### src/rtl/servo_pwm_decoder.sv
// Servo PWM receiver: measures pulse high time and frame period in clk_1m ticks.
// Optional glitch filter on the synchronized input is enabled by SERVO_GLITCH_FILT_EN.
module servo_pwm_decoder #(
  parameter logic [31:0] MIN_WIDTH  = 32'd500,
  parameter logic [31:0] MAX_WIDTH  = 32'd2500,
  parameter logic [31:0] PERIOD     = 32'd20000,
  parameter logic [31:0] PERIOD_TOL = 32'd200,
  parameter logic [31:0] TIMEOUT    = 32'd60000,
  parameter logic [31:0] FILT_LEN   = 32'd3
) (
  input  logic        clk_1m,
  input  logic        rst,
  input  logic        angle_sig,
  output logic [31:0] pulse_width,
  output logic [31:0] period,
  output logic        width_valid,
  output logic        frame_err,
  output logic        signal_lost
);

`ifdef SERVO_GLITCH_FILT_EN
  localparam bit FILT_ON = 1'b1;
`else
  localparam bit FILT_ON = 1'b0;
`endif

  typedef enum logic [1:0] {IDLE, HIGH, LOW} state_t;

  // Input path is left unreset so a reset while the pin is high cannot fake a rising edge.
  logic s1, s2, lvl, lvl_d;
  always_ff @(posedge clk_1m) begin
    s1    <= angle_sig;
    s2    <= s1;
    lvl_d <= lvl;
  end

  generate
    if (FILT_ON && FILT_LEN != 32'd0) begin : g_filt
      logic        f;
      logic [31:0] fcnt;
      always_ff @(posedge clk_1m) begin
        if (s2 != f) begin
          if (fcnt >= FILT_LEN - 32'd1) begin
            f    <= s2;
            fcnt <= '0;
          end else begin
            fcnt <= fcnt + 32'd1;
          end
        end else begin
          fcnt <= '0;
        end
      end
      assign lvl = f;
    end else begin : g_nofilt
      assign lvl = s2;
    end
  endgenerate

  logic rise, fall;
  assign rise = lvl & ~lvl_d;
  assign fall = ~lvl & lvl_d;

  state_t      state, state_n;
  logic [31:0] hi_cnt, hi_n, per_cnt, per_n, width_meas, wm_n, pw_n, pd_n;
  logic        wv_n, fe_n, sl_n, frame_ok;

  assign frame_ok = (width_meas >= MIN_WIDTH) && (width_meas <= MAX_WIDTH) &&
                    (per_cnt >= PERIOD - PERIOD_TOL) && (per_cnt <= PERIOD + PERIOD_TOL);

  always_ff @(posedge clk_1m) begin
    if (rst) begin
      state       <= IDLE;
      hi_cnt      <= '0;
      per_cnt     <= '0;
      width_meas  <= '0;
      pulse_width <= '0;
      period      <= '0;
      width_valid <= 1'b0;
      frame_err   <= 1'b0;
      signal_lost <= 1'b1;
    end else begin
      state       <= state_n;
      hi_cnt      <= hi_n;
      per_cnt     <= per_n;
      width_meas  <= wm_n;
      pulse_width <= pw_n;
      period      <= pd_n;
      width_valid <= wv_n;
      frame_err   <= fe_n;
      signal_lost <= sl_n;
    end
  end

  always_comb begin
    state_n = state;
    hi_n    = hi_cnt;
    per_n   = per_cnt;
    wm_n    = width_meas;
    pw_n    = pulse_width;
    pd_n    = period;
    wv_n    = 1'b0;
    fe_n    = 1'b0;
    sl_n    = signal_lost;
    case (state)
      IDLE: begin
        if (rise) begin
          state_n = HIGH;
          hi_n    = 32'd1;
          per_n   = 32'd1;
        end
      end
      HIGH: begin
        hi_n  = (hi_cnt  < TIMEOUT) ? hi_cnt  + 32'd1 : hi_cnt;
        per_n = (per_cnt < TIMEOUT) ? per_cnt + 32'd1 : per_cnt;
        if (fall) begin
          state_n = LOW;
          wm_n    = hi_cnt;
        end else if (hi_cnt >= TIMEOUT) begin
          state_n = IDLE;
          sl_n    = 1'b1;
          hi_n    = '0;
          per_n   = '0;
        end
      end
      LOW: begin
        per_n = (per_cnt < TIMEOUT) ? per_cnt + 32'd1 : per_cnt;
        // A rise landing on the timeout cycle still closes the frame.
        if (rise) begin
          pd_n = per_cnt;
          if (frame_ok) begin
            pw_n = width_meas;
            wv_n = 1'b1;
            sl_n = 1'b0;
          end else begin
            fe_n = 1'b1;
          end
          state_n = HIGH;
          hi_n    = 32'd1;
          per_n   = 32'd1;
        end else if (per_cnt >= TIMEOUT) begin
          state_n = IDLE;
          sl_n    = 1'b1;
          hi_n    = '0;
          per_n   = '0;
        end
      end
      default: state_n = IDLE;
    endcase
  end

endmodule
### config.mk
export PLATFORM = sky130hd
export DESIGN_NAME = servo_pwm_decoder
export DESIGN_NICKNAME = d
export VERILOG_FILES = /design/src/rtl/servo_pwm_decoder.sv
export SDC_FILE = /design/constraint.sdc
export NUM_CORES = 1
export LEC_CHECK = 0
export ABC_AREA = 1
export CAP_MARGIN = 25
export CORE_ASPECT_RATIO = 1.1
export CORE_MARGIN = 2
export CORE_UTILIZATION = 47
export DETAILED_ROUTE_END_ITERATION = 16
export HOLD_SLACK_MARGIN = 0.15
export PLACE_DENSITY = 0.68
export SLEW_MARGIN = 0
export SYNTH_ARGS = -nofsm -noshare
export SYNTH_HDL_FRONTEND = slang
export SYNTH_SLANG_ARGS = --single-unit
### constraint.sdc
create_clock -name clk_1m -period 2.3 [get_ports clk_1m]
set_clock_uncertainty 0.1 [all_clocks]
set_input_delay 0.46 -clock clk_1m [delete_from_list [all_inputs] [get_ports clk_1m]]
set_output_delay 0.46 -clock clk_1m [all_outputs]
set_load 0.1 [all_outputs]
* Yosys cells after proc, flatten, opt, wreduce, memory -nomap -nowiden
Cells that the tools add are included.
** Cells by class
- Bitwise operators :: 6
- $lt $le $gt $ge :: 8
- Multiplexer cells :: 27
- Reduce and logical (&&, ||, !) cells :: 14
- Add/sub/neg operators :: 2
- Equality and inequality tests :: 8
** Operators with widths (number)
- two-way mux 32 bit :: 11
- one-hot mux 32 bit (3 select lines) :: 2
- adder 32 x 1 -> 32 bit (second input constant) :: 2
- >= comparator 32 x 16 -> 1 bit (second input constant) :: 2
- < comparator 32 x 16 -> 1 bit (second input constant) :: 2
- >= comparator 32 x 15 -> 1 bit (second input constant) :: 1
- >= comparator 32 x 9 -> 1 bit (second input constant) :: 1
- <= comparator 32 x 12 -> 1 bit (second input constant) :: 1
- <= comparator 32 x 15 -> 1 bit (second input constant) :: 1
- two-way mux 2 bit :: 5
- inequality test 3 bit (second input constant) :: 3
- AND reduction 3 bit :: 3
- two-way mux 1 bit :: 7
- inequality test 2 bit (second input constant) :: 3
- one-hot mux 2 bit (3 select lines) :: 1
- AND reduction 2 bit :: 3
- AND reduction 5 bit :: 1
- inverter 1 bit :: 4
- logical AND 1 bit :: 3
- nonzero test 3 bit :: 1
- OR reduction 3 bit :: 1
- bitwise AND 1 bit :: 2
- equality test 2 x 1 -> 1 bit (second input constant) :: 1
- equality test 2 bit (second input constant) :: 1
- other kinds (3) :: 3
** Word-level totals
- Word-level logic and storage cells :: 77
- Input bits :: 3
- Bits in registers :: 168

* Depth between registers and ports, before layout
Gate-level depths: netlist of run 1.
- Depth in word-level cells :: 7
- Mapped depth :: 15
- Gate-level depth less buffers :: 14

* Worst setup path before layout of run 1
OpenSTA, ideal clock, no wires.
- Path type :: flip-flop to flip-flop
- From :: reg state[0]
- To :: reg period[10]
- Cell stages (with the launch flop) :: 9
- Setup slack :: 476 ps
- Data arrival time :: 1653 ps
- Setup time :: 71 ps
- Cells stage by stage :: dfxtp_1 inv_1 ha_1 inv_1 nor2_1 clkbuf_1 clkbuf_1 o21ai_0 a21oi_1
** On the way
- Cells in the longest elaborated chain, start to end :: 2
** RTL lines
- start, declared :: RTL line 63 : state_t state, state_n;
- start signal, assigned :: RTL line 82 : state <= state_n;
- equality test 2 bit :: RTL line 104 : case (state)
- AND reduction 2 bit (no line)
- end signal, assigned :: RTL line 87 : period <= pd_n;
- end, declared :: RTL line 15 : output logic [31:0] period,
Every way passes these cells.
A chain may end at the register's enable or synchronous reset.

* Worst setup path in the final report of run 1
- From :: reg state[0]
- To :: reg per_cnt[6]
** On the way
- Cells in the longest elaborated chain, start to end :: 3
- Elaborated cells on any way between the ends :: 7
** RTL lines
- equality test 2 bit, or another cell as far along :: RTL line 104
- nonzero test 3 bit (no line) / inequality test 2 bit (equally long branches)
- AND reduction 2 bit (no line)
- end signal, assigned :: RTL line 84 : per_cnt <= per_n;
- end, declared :: RTL line 64 : logic [31:0] hi_cnt, hi_n, per_cnt, per_n, width_meas, wm_n, pw_n, pd_n;
Parallel ways exist; a longest one is shown, timed or not.

==> results of run 1 <==
## state kept, by name (all words and copies together), names as in the netlist
name         cells
width_valid      1
lvl_d            1
pulse_width     32
signal_lost      1
per_cnt         32
hi_cnt          32
lvl              1
s1               1
frame_err        1
state            2
width_meas      32
period          32
## power breakdown
group          switching [W]  internal (W)  total, W  leakage, nW
registers          0.0000479       0.00298   0.00303         1.36
clock network        0.00119       0.00164   0.00283        0.283
logic               0.000514      0.000215  0.000730         2.28
## stage by stage
stage          util, %  cells  power, W
6_report          57.0   1207   0.00659
2_1_floorplan        -    935   0.00366
4_1_cts           57.0   1207   0.00666
3_5_place_dp      53.1   1176   0.00382
3_3_place_gp      53.1   1176   0.00382
5_1_grt           57.0   1207   0.00685
## routing by layer
| layer | track usage (%) | part of all wire (%) | wire length, um | vias up |
|---|---|---|---|---|
| li1 | - | - | - | 3114 |
| met1 | 25.3 | 46 | 7330 | 2681 |
| met2 | 32.3 | 47 | 7340 | 138 |
| met3 | 3.84 | 3.9 | 614 | 35 |
| met4 | 9.77 | 3.0 | 480 | 0 |
| met5 | 0 | 0 | 0 | - |
## cell type report
cell class / instances / area [um2] / share of cell area [%]
flip-flops and latches: 168 / 3360 / 39.0
repair buffers: 86 / 713 / 8.28
multi-input cells: 591 / 3200 / 37.1
clock buffers: 19 / 443 / 5.14
clock inverters: 12 / 140 / 1.63
well taps: 196 / 245 / 2.85
inverters: 135 / 510 / 5.93
## cells in the mapped netlist, drive strengths merged
master / instances
and3: 2
a21oi: 73
clkbuf: 22
nand2: 145
ha: 9
xor2: 14
and2: 1
buf: 19
a31oi: 3
nand3b: 1
inv: 134
o21ai: 75
nand3: 60
nand4: 20
nor2: 152
nor3: 16
clkinv: 1
o211a: 13
nor4: 4
a21boi: 2
o211ai: 1
dfxtp: 168
## kinds of logic after synthesis
group	count (synthesis)
AOI/OAI and AO/OA	167
xor gates and xnor gates	14
adders and majority gates	9
buffers and inverters	176
DFF	168
and+or+nand+nor	401
## worst max-delay path, cell delays in order (launching register included)
cell	delay, ps
dfxtp_1	390
inv_1	90
ha_1	210
nand2_1	110
nand2_1	140
nor4_1	350
nand2_1	160
nor2_1	130
xor2_1	240
nor2_4	60
## cell usage in the layout (no fill, tap or decap), types with 2 or more instances in the layout
master and count:
dfxtp_1 168, nand2_1 131, inv_1 125, nor2_1 113
buf_4 79, o21ai_0 73, a21oi_1 73, nand3_1 58
nor2_4 34, nand4_1 19, clkbuf_16 17, nor3_1 15
xor2_1 14, o211a_1 13, nand2_2 9, ha_1 9
inv_2 7, nor2_2 5, nand2_4 5, inv_6 5
buf_12 5, nor4_1 4, clkinv_2 3, a31oi_1 3
and3_1 2, nand3_4 2, o21ai_2 2, a21boi_1 2
bufinv_16 2, clkinvlp_4 2, clkdlybuf4s50_1 2
## path summary, 6_finish.rpt
kind | from | end | cells after the start
min | s1$_DFF_P_ | lvl$_DFF_P_ | 0
max | state[0]$_SDFFE_PP0P_ | per_cnt[6]$_SDFFE_PP0P_ | 9
min reg2reg | s1$_DFF_P_ | lvl$_DFF_P_ | 0
max reg2reg | state[0]$_SDFFE_PP0P_ | per_cnt[6]$_SDFFE_PP0P_ | 9
==> flow_metrics.tcl, run 1 <==
set metrics [dict create \
    period_share_pct 90.7 \
    vdd_drop_max_mv 0.464 \
    p_leak_nw 3.92 \
    cts_buffers 17 \
    final_nets 1011 \
    io_pins 70 \
    fill_cells 1411 \
    routed-via-count 5968 \
    viasPerCell 4.94 \
    area_growth_pct 18.1 \
    hold_path_class "reg -> reg" \
    whs_ps 226 \
    fin_crit_ps 2090 \
    rows 47 \
    cp.required_ps 2520 \
    remaining_drc_errors 0 \
    crit_path_max_fanout 4 \
    worstPathArrival_ps 2300 \
    postCtsSetupRepairBufs 0 \
    die_x_um 123 \
    cts_tree "built" \
    synth_top_area_share_pct 46.1 \
    synth.area.top_cells "dfxtp_1 46%, nand2_1 6.7%, inv_1 6.5%" \
    clk_latency_ps 420 \
    clock_path_buffers 2 \
    drt_iter0_markers 346 \
    die_h_um 135 \
    worst_setup_path_start_kind "flop" \
    power_density_nw_per_um2 765 \
    hold_violations 0 \
    status "completed" \
    globalRouteTotalUtil_pct 19.9 \
    antenna_found_initial 0 \
    synth_top_family_by_area "simple AND/OR/NAND/NOR gates" \
    postRouteAntennaNets 0 \
    place_area_um2 8030 \
    cts.sinks 168 \
    cts-root-buf "clkbuf_16" \
    port_buffers 69 \
    synth_xor_xnor_area_share_pct 1.68 \
    yosysSeqAreaShare_pct 46.1 \
    tightest_slew_ps 484 \
    fin_area_um2 8610 \
    rrSetupSlack_ps 210 \
    drv_cap 0 \
    synthCells 935 \
    syn_avg_cell_area_um2 7.80 \
    grt_pass1_vias 5463 \
    grt_pass1_wl_mm 26.1 \
    setup_tns_ps 0 \
    muxShareOfSynthArea_pct 0 \
    layout-drive-gt1-share_pct 18.0 \
    grt_max_degree 67 \
    first_pass_iters 4 \
    rsz0062_at_grt "false" \
    die-area_um2 16500 \
    synth-simple-area-share_pct 27.9 \
    start_util_pct 48.3 \
    cts_resized 0 \
    syn-num-nets 947 \
    place_ws_ps 256 \
    criticalPathCategory "reg -> reg" \
    slew_headroom_pct 67.4 \
    place_hpwl_mm 11.0 \
    synth-compound-area-share_pct 12.6 \
    syn-cell-area_um2 7300 \
    insertedDiodeCount 0 \
    htreeDepth 4 \
    finalWirelength_mm 15.8 \
    yosys.area_share.adder_pct 1.54 \
    drv_slew 0 \
    hold_buffers 0 \
    wire_per_inst_um 13.1 \
    cts.reportedPaths.clkPinSlew_ps 70 \
    yosys_register_bits 168 \
    yosysTopAreaCell "dfxtp_1" \
    core_area_um2 15100 \
    cp-end-kind "flop" \
    place_congestion 0.911 \
    fmax_mhz 480 \
    ys.warnings.count 0 \
    yosysUniqueCellTypes 36 \
    grt_overflow 0 \
    finalSetupViolCount 0 \
    final.setup.worst_slack_ps 215 \
]
No activity file was read; power rests on OpenSTA's default activity.
==> inputs of run 2 (changes only) <==
--- a/config.mk
+++ b/config.mk
@@ -9,10 +9,10 @@
 export CAP_MARGIN = 25
 export CORE_ASPECT_RATIO = 1.1
 export CORE_MARGIN = 2
-export CORE_UTILIZATION = 47
+export CORE_UTILIZATION = 57
 export DETAILED_ROUTE_END_ITERATION = 16
 export HOLD_SLACK_MARGIN = 0.15
-export PLACE_DENSITY = 0.68
+export PLACE_DENSITY = 0.8
 export SLEW_MARGIN = 0
 export SYNTH_ARGS = -nofsm -noshare
 export SYNTH_HDL_FRONTEND = slang
==> run 2 against run 1 <==
Maximum frequency fell by 0.74%. Critical path depth is 5 higher. Sequential power barely moved. Cell count decreased by 3.2%. Non-clock buffer count fell by 1. Largest power group unchanged.
==> flow_metrics.tcl, run 2 (same netlist as run 1, synthesis figures left out) <==
set metrics [dict create \
    viasPerCell 5.25 \
    cts_buffers 17 \
    layout_common_cells "168 x dfxtp_1, 131 x nand2_1, 125 x inv_1, 112 x nor2_1, 81 x buf_4" \
    cp.required_ps 2520 \
    p_sw_share_pct 25.6 \
    multi_input_area_um2 3230 \
    die_x_um 112 \
    p_leak_nw 3.91 \
    grt_pass1_wl_mm 26.1 \
    wire_per_inst_um 13.7 \
    insertedDiodeCount 0 \
    criticalPathCategory "reg -> reg" \
    cp-end-kind "flop" \
    drt_iter0_markers 452 \
    fin_crit_ps 2100 \
    crit_path_max_fanout 20 \
    switching_power_w 0.00170 \
    drv_cap 0 \
    pwr-share-clk_pct 43.6 \
    cts-root-buf "clkbuf_16" \
    rows 43 \
    power_frac_comb_pct 10.8 \
    routed-via-count 6131 \
    finalSetupViolCount 0 \
    grt_max_degree 57 \
    layout-drive-gt1-share_pct 18.2 \
    die-area_um2 13700 \
    cts.sinks 168 \
    internal_power_w 0.00494 \
    postRouteAntennaNets 0 \
    grt_pass1_vias 5676 \
    start_util_pct 58.2 \
    setup_tns_ps 0 \
    postCtsSetupRepairBufs 0 \
    status "completed" \
    cts.reportedPaths.clkPinSlew_ps 60 \
    place_hpwl_mm 11.0 \
    finalWirelength_mm 16.1 \
    first_pass_iters 5 \
    worst_setup_path_start_kind "flop" \
    period_share_pct 91.4 \
    hold_violations 0 \
    slew_headroom_pct 58.9 \
    io_pins 70 \
    core_area_um2 12500 \
    vdd_drop_max_mv 0.747 \
    remaining_drc_errors 0 \
    port_buffers 69 \
    grt_overflow 0 \
    clock_path_buffers 2 \
    clk_latency_ps 430 \
    antenna_found_initial 0 \
    fill_cells 1029 \
    drv_slew 0 \
    fmax_mhz 476 \
    hold_path_class "reg -> reg" \
    htreeDepth 4 \
    cts_tree "built" \
    place_congestion 1.02 \
    globalRouteTotalUtil_pct 23.6 \
    rsz0062_at_grt "false" \
    seq_area_um2 3360 \
    die_h_um 123 \
    area_growth_pct 17.6 \
    power_density_nw_per_um2 774 \
    final_nets 1012 \
    worstPathArrival_ps 2320 \
    p_total_w 0.00664 \
    tightest_slew_ps 616 \
    layout_commonest_cell "dfxtp_1" \
    seqPwrFrac_pct 45.6 \
]
## run 2: changes by cell type in the layout (fill, tap and decap cells not counted), moves of 2 or more
cell / delta
buf_12: -4
buf_4: +2
clkinv_2: -2
inv_6: -3
## run 2: what timing repair did
action / CTS / global route
hold buffers: 0 / 0
resized for setup: 0 / 4
setup endpoints to repair: 0 / 54
## run 2: stage by stage
stage | cell area (um2) | std cells | setup slack [ps] | utilization [%] | hold WS [ps]
floorplan | 7300 | 935 | 476 | - | 210
global placement | 7940 | 1136 | 208 | 63.3 | 215
detailed placement | 7940 | 1136 | 210 | 63.3 | 219
CTS | 8540 | 1166 | 185 | 68.1 | 234
global route | 8580 | 1168 | 15.7 | 68.4 | 245
finish | 8580 | 1168 | 199 | 68.4 | 234
## run 2: area by class of cell
class	count	area share, %
sequential	168	39.2
multi-input combinational	593	37.7
timing repair buffer	85	7.88
inverter	135	5.94
clock buffer	20	5.32
tap	157	2.29
clock inverter	10	1.68
## run 2: final timing paths
kind / slack, ps / depth (start not counted) / endpoint / startpoint
setup reg to reg: 200 / 14 / per_cnt[20]$_SDFFE_PP0P_ / hi_cnt[14]$_SDFFE_PP0P_
hold reg to reg: 230 / 0 / lvl$_DFF_P_ / s1$_DFF_P_
setup / recovery: 200 / 14 / per_cnt[20]$_SDFFE_PP0P_ / hi_cnt[14]$_SDFFE_PP0P_
hold / removal: 230 / 0 / lvl$_DFF_P_ / s1$_DFF_P_
## run 2: worst max-delay path, cell delays in order (launching register included)
cell and delay (ps):
dfxtp_1 370, nand2_1 70, nor2_1 140, inv_1 50, nor2_1 140, nor2_2 80
nand2_4 120, nand2_4 100, nand2_2 110, nand2_2 70, nand2_2 60, nand2_2 60
nand2_4 190, buf_16 270, nor2_4 40
## run 2: power groups by stage
stage	sequential (W)	clock, W	combinational (W)
2_1_floorplan	0.00314	0	0.000516
3_3_place_gp	0.00309	0	0.000697
3_5_place_dp	0.00309	0	0.000707
4_1_cts	0.00303	0.00294	0.000710
5_1_grt	0.00304	0.00304	0.000795
6_report	0.00303	0.00289	0.000718
## run 2: routing by layer
layer / part of all wire, % / track usage, % / up-vias
met5: 0 / 0 / -
met4: 3.2 / 12.9 / 0
met3: 5.7 / 4.64 / 40
met2: 47 / 40.0 / 192
met1: 44 / 28.3 / 2771
li1: - / - / 3128
